--- src/rtl/sorted_kv_pkg.sv ---
// sorted_kv_pkg: opcode and FSM state encodings shared by the sorted key/value table.
package sorted_kv_pkg;
   typedef enum logic [1:0] {OP_ADD = 2'b00, OP_DEL = 2'b01, OP_UPD = 2'b10, OP_CLR = 2'b11} op_t;
   typedef enum logic [1:0] {IDLE, PROBE, SHIFT, FINISH} state_t;
endpackage

--- src/rtl/sorted_kv_table_if.sv ---
// sorted_kv_table_if: lookup and table-operation ports of the sorted key/value table.
interface sorted_kv_table_if
   import sorted_kv_pkg::*;
#(
   parameter int KEY_W  = 16,
   parameter int DATA_W = 16,
   parameter int DEPTH  = 32
);
   localparam int CW = $clog2(DEPTH) + 1;
   logic              req;
   logic [KEY_W-1:0]  search;
   logic              rdy;
   logic              done;
   logic              found;
   logic [DATA_W-1:0] result;
   logic              op_req;
   op_t               op_code;
   logic [KEY_W-1:0]  op_key;
   logic [DATA_W-1:0] op_data;
   logic              op_done;
   logic              op_err;
   logic [CW-1:0]     num_entries;
   modport master (
      output req, search, op_req, op_code, op_key, op_data,
      input  rdy, done, found, result, op_done, op_err, num_entries
   );
   modport slave (
      input  req, search, op_req, op_code, op_key, op_data,
      output rdy, done, found, result, op_done, op_err, num_entries
   );
endinterface

--- src/rtl/sorted_kv_probe.sv ---
// sorted_kv_probe: one lower-bound binary-search step over the key array.
module sorted_kv_probe #(
   parameter int KEY_W = 16,
   parameter int DEPTH = 32,
   parameter int CW    = $clog2(DEPTH) + 1
) (
   input  logic [CW-1:0]    i_lo,
   input  logic [CW-1:0]    i_hi,
   input  logic [KEY_W-1:0] i_target,
   input  logic [KEY_W-1:0] i_keys [DEPTH],
   output logic [CW-1:0]    o_lo,
   output logic [CW-1:0]    o_hi,
   output logic             o_settled
);
   localparam int AW = $clog2(DEPTH);
   logic [CW-1:0] w_sum;
   logic [CW-1:0] w_mid;
   logic          w_lt;
   // lo+hi never exceeds 2*DEPTH-1 while lo<hi, so CW bits cannot overflow
   assign w_sum     = i_lo + i_hi;
   assign w_mid     = w_sum >> 1;
   assign w_lt      = i_keys[w_mid[AW-1:0]] < i_target;
   assign o_lo      = w_lt ? w_mid + CW'(1) : i_lo;
   assign o_hi      = w_lt ? i_hi : w_mid;
   assign o_settled = i_lo == i_hi;
endmodule

--- src/rtl/sorted_kv_table.sv ---
// sorted_kv_table: sorted key/value table with binary-search lookup and shifting insert/delete.
module sorted_kv_table
   import sorted_kv_pkg::*;
#(
   parameter int KEY_W  = 16,
   parameter int DATA_W = 16,
   parameter int DEPTH  = 32
) (
   input logic               clk,
   input logic               reset,
   sorted_kv_table_if.slave  bus
);
   localparam int AW = $clog2(DEPTH);
   localparam int CW = AW + 1;
   localparam logic [CW-1:0] FULL = CW'(DEPTH);

   logic [KEY_W-1:0]  r_keys [DEPTH];
   logic [DATA_W-1:0] r_vals [DEPTH];
   state_t            r_state;
   op_t               r_op;
   logic              r_lookup, r_hit, r_rdy, r_done, r_found, r_op_done, r_op_err;
   logic [KEY_W-1:0]  r_target;
   logic [DATA_W-1:0] r_op_data, r_result;
   logic [CW-1:0]     r_lo, r_hi, r_ptr, r_num;
   logic [CW-1:0]     w_lo, w_hi, w_ptr_up, w_ptr_dn;
   logic              w_settled, w_hit;

   sorted_kv_probe #(.KEY_W(KEY_W), .DEPTH(DEPTH), .CW(CW)) u_probe (
      .i_lo(r_lo), .i_hi(r_hi), .i_target(r_target), .i_keys(r_keys),
      .o_lo(w_lo), .o_hi(w_hi), .o_settled(w_settled)
   );

   // once settled, r_lo is the insertion / match index
   assign w_hit    = (r_lo < r_num) && (r_keys[r_lo[AW-1:0]] == r_target);
   assign w_ptr_up = r_ptr + CW'(1);
   assign w_ptr_dn = r_ptr - CW'(1);

   assign bus.rdy         = r_rdy;
   assign bus.done        = r_done;
   assign bus.found       = r_found;
   assign bus.result      = r_result;
   assign bus.op_done     = r_op_done;
   assign bus.op_err      = r_op_err;
   assign bus.num_entries = r_num;

   always_ff @(posedge clk or posedge reset) begin
      if (reset) begin
         r_state   <= IDLE;
         r_op      <= OP_ADD;
         r_lookup  <= 1'b0;
         r_hit     <= 1'b0;
         r_rdy     <= 1'b1;
         r_done    <= 1'b0;
         r_found   <= 1'b0;
         r_result  <= '0;
         r_op_done <= 1'b0;
         r_op_err  <= 1'b0;
         r_target  <= '0;
         r_op_data <= '0;
         r_lo      <= '0;
         r_hi      <= '0;
         r_ptr     <= '0;
         r_num     <= '0;
      end else begin
         r_done    <= 1'b0;
         r_op_done <= 1'b0;
         case (r_state)
            IDLE: begin
               if (bus.req) begin
                  r_target <= bus.search;
                  r_lookup <= 1'b1;
                  r_lo     <= '0;
                  r_hi     <= r_num;
                  r_rdy    <= 1'b0;
                  r_state  <= PROBE;
               end else if (bus.op_req) begin
                  r_target  <= bus.op_key;
                  r_op_data <= bus.op_data;
                  r_op      <= bus.op_code;
                  r_lookup  <= 1'b0;
                  r_lo      <= '0;
                  r_hi      <= r_num;
                  r_rdy     <= 1'b0;
                  if (bus.op_code == OP_CLR) begin
                     r_num     <= '0;
                     r_op_err  <= 1'b0;
                     r_op_done <= 1'b1;
                     r_state   <= FINISH;
                  end else begin
                     r_state <= PROBE;
                  end
               end
            end
            PROBE: begin
               if (!w_settled) begin
                  r_lo <= w_lo;
                  r_hi <= w_hi;
               end else begin
                  r_hit <= w_hit;
                  if (r_lookup) begin
                     r_done   <= 1'b1;
                     r_found  <= w_hit;
                     r_result <= w_hit ? r_vals[r_lo[AW-1:0]] : '0;
                     r_state  <= FINISH;
                  end else if (r_op == OP_ADD && !w_hit && r_num != FULL) begin
                     r_ptr   <= r_num;
                     r_state <= SHIFT;
                  end else if (r_op == OP_DEL && w_hit) begin
                     r_ptr   <= r_lo;
                     r_state <= SHIFT;
                  end else begin
                     r_op_err  <= !(r_op == OP_UPD && w_hit);
                     r_op_done <= 1'b1;
                     r_state   <= FINISH;
                  end
               end
            end
            SHIFT: begin
               if (r_op == OP_ADD) begin
                  if (r_ptr > r_lo) begin
                     r_ptr <= w_ptr_dn;
                  end else begin
                     r_num     <= r_num + CW'(1);
                     r_op_err  <= 1'b0;
                     r_op_done <= 1'b1;
                     r_state   <= FINISH;
                  end
               end else if (w_ptr_up < r_num) begin
                  r_ptr <= w_ptr_up;
               end else begin
                  r_num     <= r_num - CW'(1);
                  r_op_err  <= 1'b0;
                  r_op_done <= 1'b1;
                  r_state   <= FINISH;
               end
            end
            FINISH: begin
               r_rdy   <= 1'b1;
               r_state <= IDLE;
            end
         endcase
      end
   end

   // storage is deliberately not reset; numEntries=0 masks stale contents
   always_ff @(posedge clk) begin
      if (r_state == SHIFT && r_op == OP_ADD) begin
         if (r_ptr > r_lo) begin
            r_keys[r_ptr[AW-1:0]] <= r_keys[w_ptr_dn[AW-1:0]];
            r_vals[r_ptr[AW-1:0]] <= r_vals[w_ptr_dn[AW-1:0]];
         end else begin
            r_keys[r_lo[AW-1:0]] <= r_target;
            r_vals[r_lo[AW-1:0]] <= r_op_data;
         end
      end else if (r_state == SHIFT && w_ptr_up < r_num) begin
         r_keys[r_ptr[AW-1:0]] <= r_keys[w_ptr_up[AW-1:0]];
         r_vals[r_ptr[AW-1:0]] <= r_vals[w_ptr_up[AW-1:0]];
      end else if (r_state == FINISH && !r_lookup && r_op == OP_UPD && r_hit) begin
         r_vals[r_lo[AW-1:0]] <= r_op_data;
      end
   end
endmodule

--- src/flat_wrapper.sv ---
// flat-port wrapper written by rule: the top's interface ports become plain ports
module sorted_kv_table_flat import sorted_kv_pkg::*;
#(
   parameter int KEY_W  = 16,
   parameter int DATA_W = 16,
   parameter int DEPTH  = 32
)
  (clk, reset, bus_req, bus_search, bus_op_req, bus_op_code, bus_op_key, bus_op_data, bus_rdy, bus_done, bus_found, bus_result, bus_op_done, bus_op_err, bus_num_entries);
  sorted_kv_table_if #(.KEY_W(KEY_W), .DATA_W(DATA_W), .DEPTH(DEPTH)) bus_i ();
  input logic clk;
  input logic reset;
  input wire logic [$bits(bus_i.req)-1:0] bus_req;
  input wire logic [$bits(bus_i.search)-1:0] bus_search;
  input wire logic [$bits(bus_i.op_req)-1:0] bus_op_req;
  input wire logic [$bits(bus_i.op_code)-1:0] bus_op_code;
  input wire logic [$bits(bus_i.op_key)-1:0] bus_op_key;
  input wire logic [$bits(bus_i.op_data)-1:0] bus_op_data;
  output wire logic [$bits(bus_i.rdy)-1:0] bus_rdy;
  output wire logic [$bits(bus_i.done)-1:0] bus_done;
  output wire logic [$bits(bus_i.found)-1:0] bus_found;
  output wire logic [$bits(bus_i.result)-1:0] bus_result;
  output wire logic [$bits(bus_i.op_done)-1:0] bus_op_done;
  output wire logic [$bits(bus_i.op_err)-1:0] bus_op_err;
  output wire logic [$bits(bus_i.num_entries)-1:0] bus_num_entries;
  assign bus_i.req = bus_req;
  assign bus_i.search = bus_search;
  assign bus_i.op_req = bus_op_req;
  assign bus_i.op_code = bus_op_code;
  assign bus_i.op_key = bus_op_key;
  assign bus_i.op_data = bus_op_data;
  assign bus_rdy = bus_i.rdy;
  assign bus_done = bus_i.done;
  assign bus_found = bus_i.found;
  assign bus_result = bus_i.result;
  assign bus_op_done = bus_i.op_done;
  assign bus_op_err = bus_i.op_err;
  assign bus_num_entries = bus_i.num_entries;
  sorted_kv_table #(.KEY_W(KEY_W), .DATA_W(DATA_W), .DEPTH(DEPTH)) u_core (.clk(clk), .reset(reset), .bus(bus_i));
endmodule
--- config.mk ---
export PLATFORM = sky130hd
export DESIGN_NAME = sorted_kv_table_flat
export DESIGN_NICKNAME = d
export VERILOG_FILES = /design/src/rtl/sorted_kv_pkg.sv /design/src/rtl/sorted_kv_table_if.sv /design/src/rtl/sorted_kv_probe.sv /design/src/rtl/sorted_kv_table.sv /design/src/flat_wrapper.sv
export SDC_FILE = /design/constraint.sdc
export NUM_CORES = 2
export LEC_CHECK = 0
export CORE_MARGIN = 2
export CORE_UTILIZATION = 55
export DETAILED_ROUTE_END_ITERATION = 10
export PLACE_DENSITY = 0.71
export SETUP_SLACK_MARGIN = 0.4
export SKIP_LAST_GASP = 1
export SLEW_MARGIN = 0
export SYNTH_ARGS = -nofsm -noshare
export SYNTH_HDL_FRONTEND = slang
export SYNTH_SLANG_ARGS = --single-unit
--- constraint.sdc ---
create_clock -name clk -period 13.9 [get_ports clk]
set_input_delay 1.39 -clock clk [delete_from_list [all_inputs] [get_ports clk]]
set_output_delay 1.39 -clock clk [all_outputs]
set_load 0.01 [all_outputs]
==> metrics.txt <==
Period minus WS final=~8 ns; Crit Path Class=flop to flop; DP Wirelength=approximately 160000 um; VDD IR max=0.2867 mV; setup_tns=0 ns; worst path arrival time=slightly below 9 ns; initial antenna violation count=16; GRT Total Usage=between 40% and 50%; post-route ant nets=0; clock skew=0.04284 ns; worst slack, placed=just under 6 ns; die width=361.5 um; Synth Area in Compound Gates=under 10%; die area=roughly 130000 sq um; global route overflow=0; routability congestion estimate=between 1 and 1.5; final net count=4944; Psw=approximately 9000 uW; ratio of cells with drive above 1 in the final layout=roughly a third; vias per std cell=slightly above 8; WHS Path Cells=2; P&R area growth vs syn=10.53%; first-pass GRT wire length=387300 um; CTS tree=yes; Initial Utilization=between 50% and 60%; Remaining DRCs=0; Post-Syn Area per Cell=14.24 sq um; CP Launch Type=flop; Synth area leaders=edfxtp_1 (44%), mux4_2 (31%), o21ai_0 (3.9%), nand2_1 (3.7%), mux2i_1 (3.0%); final core utilization=about 61%; dominant synthesized flop cell=edfxtp_1; vias in the first global route=about 52000; worst rel slew slack=0.8943%; r2r worst-path depth=19; Max-Cap Viols=1; Int Power=11510 uW; Ports=a little over 80; CP Capture Type=flop; initial drt markers=11004; endpoints failing hold=0; Die H=between 300 and 400 um; Post-Synthesis Cells=just under 5000; Hold Path Class=flop to flop; failing checks=max-capacitance violations; hold_sp=u_core.bus.result[0]; Critical Path RT=14.56 ns; Post-synth EDFFs=1024; status=complete, but fails checks; fmax=~120 MHz; switching share of power=a little over two fifths; adder-cell share of the synthesized area=less than 1%; clk root buf=clkbuf_16; TritonCTS buffer count=117; r2r setup slk=roughly 5.7 ns; Final Non-Filler Cells=approximately 6600; Ys Warns=0; DR WL/cell=around 42 um; largest area contributor in the netlist=edfxtp_1; Final WS setup=5.716 ns; Gate power share=57.4%; CTS max path bufs=3; Slew Limit Fails=0; Clock Sinks=1107; cell row count=131; register share of total power=between 20% and 30%; final setup violation count=0; Worst-Skew Late Latency=about 0.80 ns; largest family of logic cells by synthesized area=multiplexers; H-tree levels=3; XOR/XNOR share of the synthesized area=0.3490%; drt total wl=about 280000 um; Synth top area share=between 40% and 50%; WHS Endpoint=u_core.bus.result[0]; Power Density=between 200 and 300 nW/um^2; synthesized area=roughly 70000 sq um; CTS hold repair buffers=0; dpl cells=roughly 6400; FF-to-FF Start=u_core.r_lo[0]; Tcrit/Tclk final=around three fifths; largest net degree at the start of global routing=between 150 and 200; Synth Net Count=around 5000; simple-gate share of the synthesized area=6.176%; Clk pwr share=roughly 17%; multiplexer area fraction after synthesis=35.16%; RSZ-0062 raised after global routing=no; Pleak=around 0.024 uW; Least-Margin Pin Slew=approximately 1.5 ns; Critical R2R Capture=u_core.r_hi[0]; First-pass DRT Iterations=9; PostCTS Resize Cnt=0; Async S/R FF share, synth=7.498%; sequential share of the synthesized area=a little under half; Yosys cell types=between 70 and 80; via count=between 50000 and 60000; input/output buffers=80; area of the core=~130000 sq um; clock slew at reported path FFs=0.06 ns; Setup Fix Bufs, Post-CTS=0; register bit count reported by yosys=~1100; critical path peak fanout=just over 80
[registers in the layout, indices dropped and copies added, names as in the netlist, 2 cells and up]
name,count
u_core.r_keys,512
u_core.r_vals,512
u_core.bus.result,16
u_core.r_op_data,16
u_core.r_target,16
u_core.bus.num_entries,6
u_core.r_hi,6
u_core.r_lo,6
u_core.r_ptr,6
u_core.r_op,2
u_core.r_state,2
[final cells by class]
class,count,area (sq um)
multi-input cells,3268,35890
fillers,9236,49520
clock inverters,73,918.4
flip-flops and latches,1107,32840
clock buffers,151,3166
repair buffers,298,2525
inverters,47,186.4
well taps,1662,2079
diodes,29,72.57
[layout by cell type (no fill, tap or decap), types with 8 or more instances in the layout]
cell type / n
a21o_1: 18
a21oi_1: 91
a22o_1: 37
a22oi_1: 24
a31oi_2: 15
and3_1: 9
buf_4: 211
bufinv_16: 16
clkbuf_1: 23
clkbuf_16: 117
clkbuf_8: 11
clkdlybuf4s50_1: 80
clkinv_1: 15
clkinv_2: 19
clkinvlp_4: 8
dfrtp_1: 79
diode_2: 29
edfxtp_1: 1024
ha_1: 48
inv_1: 43
mux2_2: 54
mux2i_1: 208
mux4_2: 976
nand2_1: 699
nand3_1: 9
nand3_2: 18
nand4_1: 16
nor2_1: 73
nor2_2: 45
nor2_4: 21
nor2b_1: 8
nor3_1: 16
nor3_2: 32
nor4_1: 37
o21a_1: 8
o21ai_0: 530
o21ai_1: 16
o22ai_1: 145
xnor2_1: 16
xnor2_2: 8
[worst max-delay path by stage]
stage / start / endpoint / slack [ns] / depth (start not counted)
5_1_grt: u_core.r_lo[0] / u_core.r_hi[0] / 5.36 / 19
3_3_place_gp: u_core.r_lo[0] / u_core.r_hi[0] / 5.85 / 19
2_1_floorplan: u_core.r_lo[1] / u_core.r_hi[0] / 6.57 / 26
6_report: u_core.r_lo[0] / u_core.r_hi[0] / 5.72 / 19
4_1_cts: u_core.r_lo[0] / u_core.r_hi[3] / 5.79 / 19
3_5_place_dp: u_core.r_lo[0] / u_core.r_hi[2] / 5.79 / 19
[power groups by stage]
stage	clock [uW]	sequential [uW]	combinational (uW)
after floorplan	0	5270	7710
after global routing	3480	5290	12000
final	3370	5280	11600
after detailed placement	0	5330	11200
after CTS	3360	5260	11300
after global placement	0	5320	11100
[worst max-delay path: stages, from the launching register on]
cell and delay (ns):
dfrtp_4 1.00, ha_1 0.31, inv_1 0.06, fa_1 0.62
inv_8 0.73, buf_4 0.79, mux4_2 0.61, mux4_2 0.48
mux2_2 0.31, ha_1 0.30, a21o_1 0.16, a21o_1 0.17
a21o_1 0.18, a21o_1 0.19, a21o_1 0.19, a21o_1 0.17
a221o_1 0.42, o2bb2ai_1 0.17, a31oi_1 0.67, mux2_2 0.41
[metal layers]
layer / routed length (um) / up-vias / track usage (%)
met2: 115500 / 6171 / 58.17
met4: 30320 / 21 / 36.00
li1: - / 20018 / -
met1: 82140 / 26828 / 50.19
met3: 47450 / 1651 / 19.42
met5: 516 / - / 3.515
[cell usage after synthesis, drive strengths merged (17+ instances only)]
cell       n
edfxtp  1024
nor2     139
mux2      55
o21ai    550
mux2i    210
nor4      37
nand4     17
nand2    699
nand3     27
a22o      37
a22oi     24
a31oi     18
ha        49
nor3      48
o22ai    145
xnor2     24
mux4     976
inv       45
a21oi     91
dfrtp     82
clkbuf   330
buf      184
a21o      18
[logic make-up (layout without fill, tap and decap cells)]
| family | Yosys count | in the layout |
|---|---|---|
| AOI/OAI and AO/OA | 922 | 922 |
| xor gates and xnor gates | 28 | 28 |
| buffers and inverters | 561 | 569 |
| and+or+nand+nor | 1026 | 1026 |
| other | 0 | 29 |
| adders and majority gates | 51 | 51 |
| DFF | 1107 | 1107 |
| muxes | 1241 | 1241 |
[per-stage QoR]
step / total power (uW) / hold slack (ns) / cell area (sq um)
2_1_floorplan: 12980 / 0.4502 / 70270
3_5_place_dp: 16550 / 0.4707 / 73510
6_report: 20270 / 0.4793 / 77670
4_1_cts: 19890 / 0.4840 / 77590
5_1_grt: 20790 / 0.5000 / 77610
3_3_place_gp: 16390 / 0.4647 / 73510
Power figures use the tool's default switching activity.
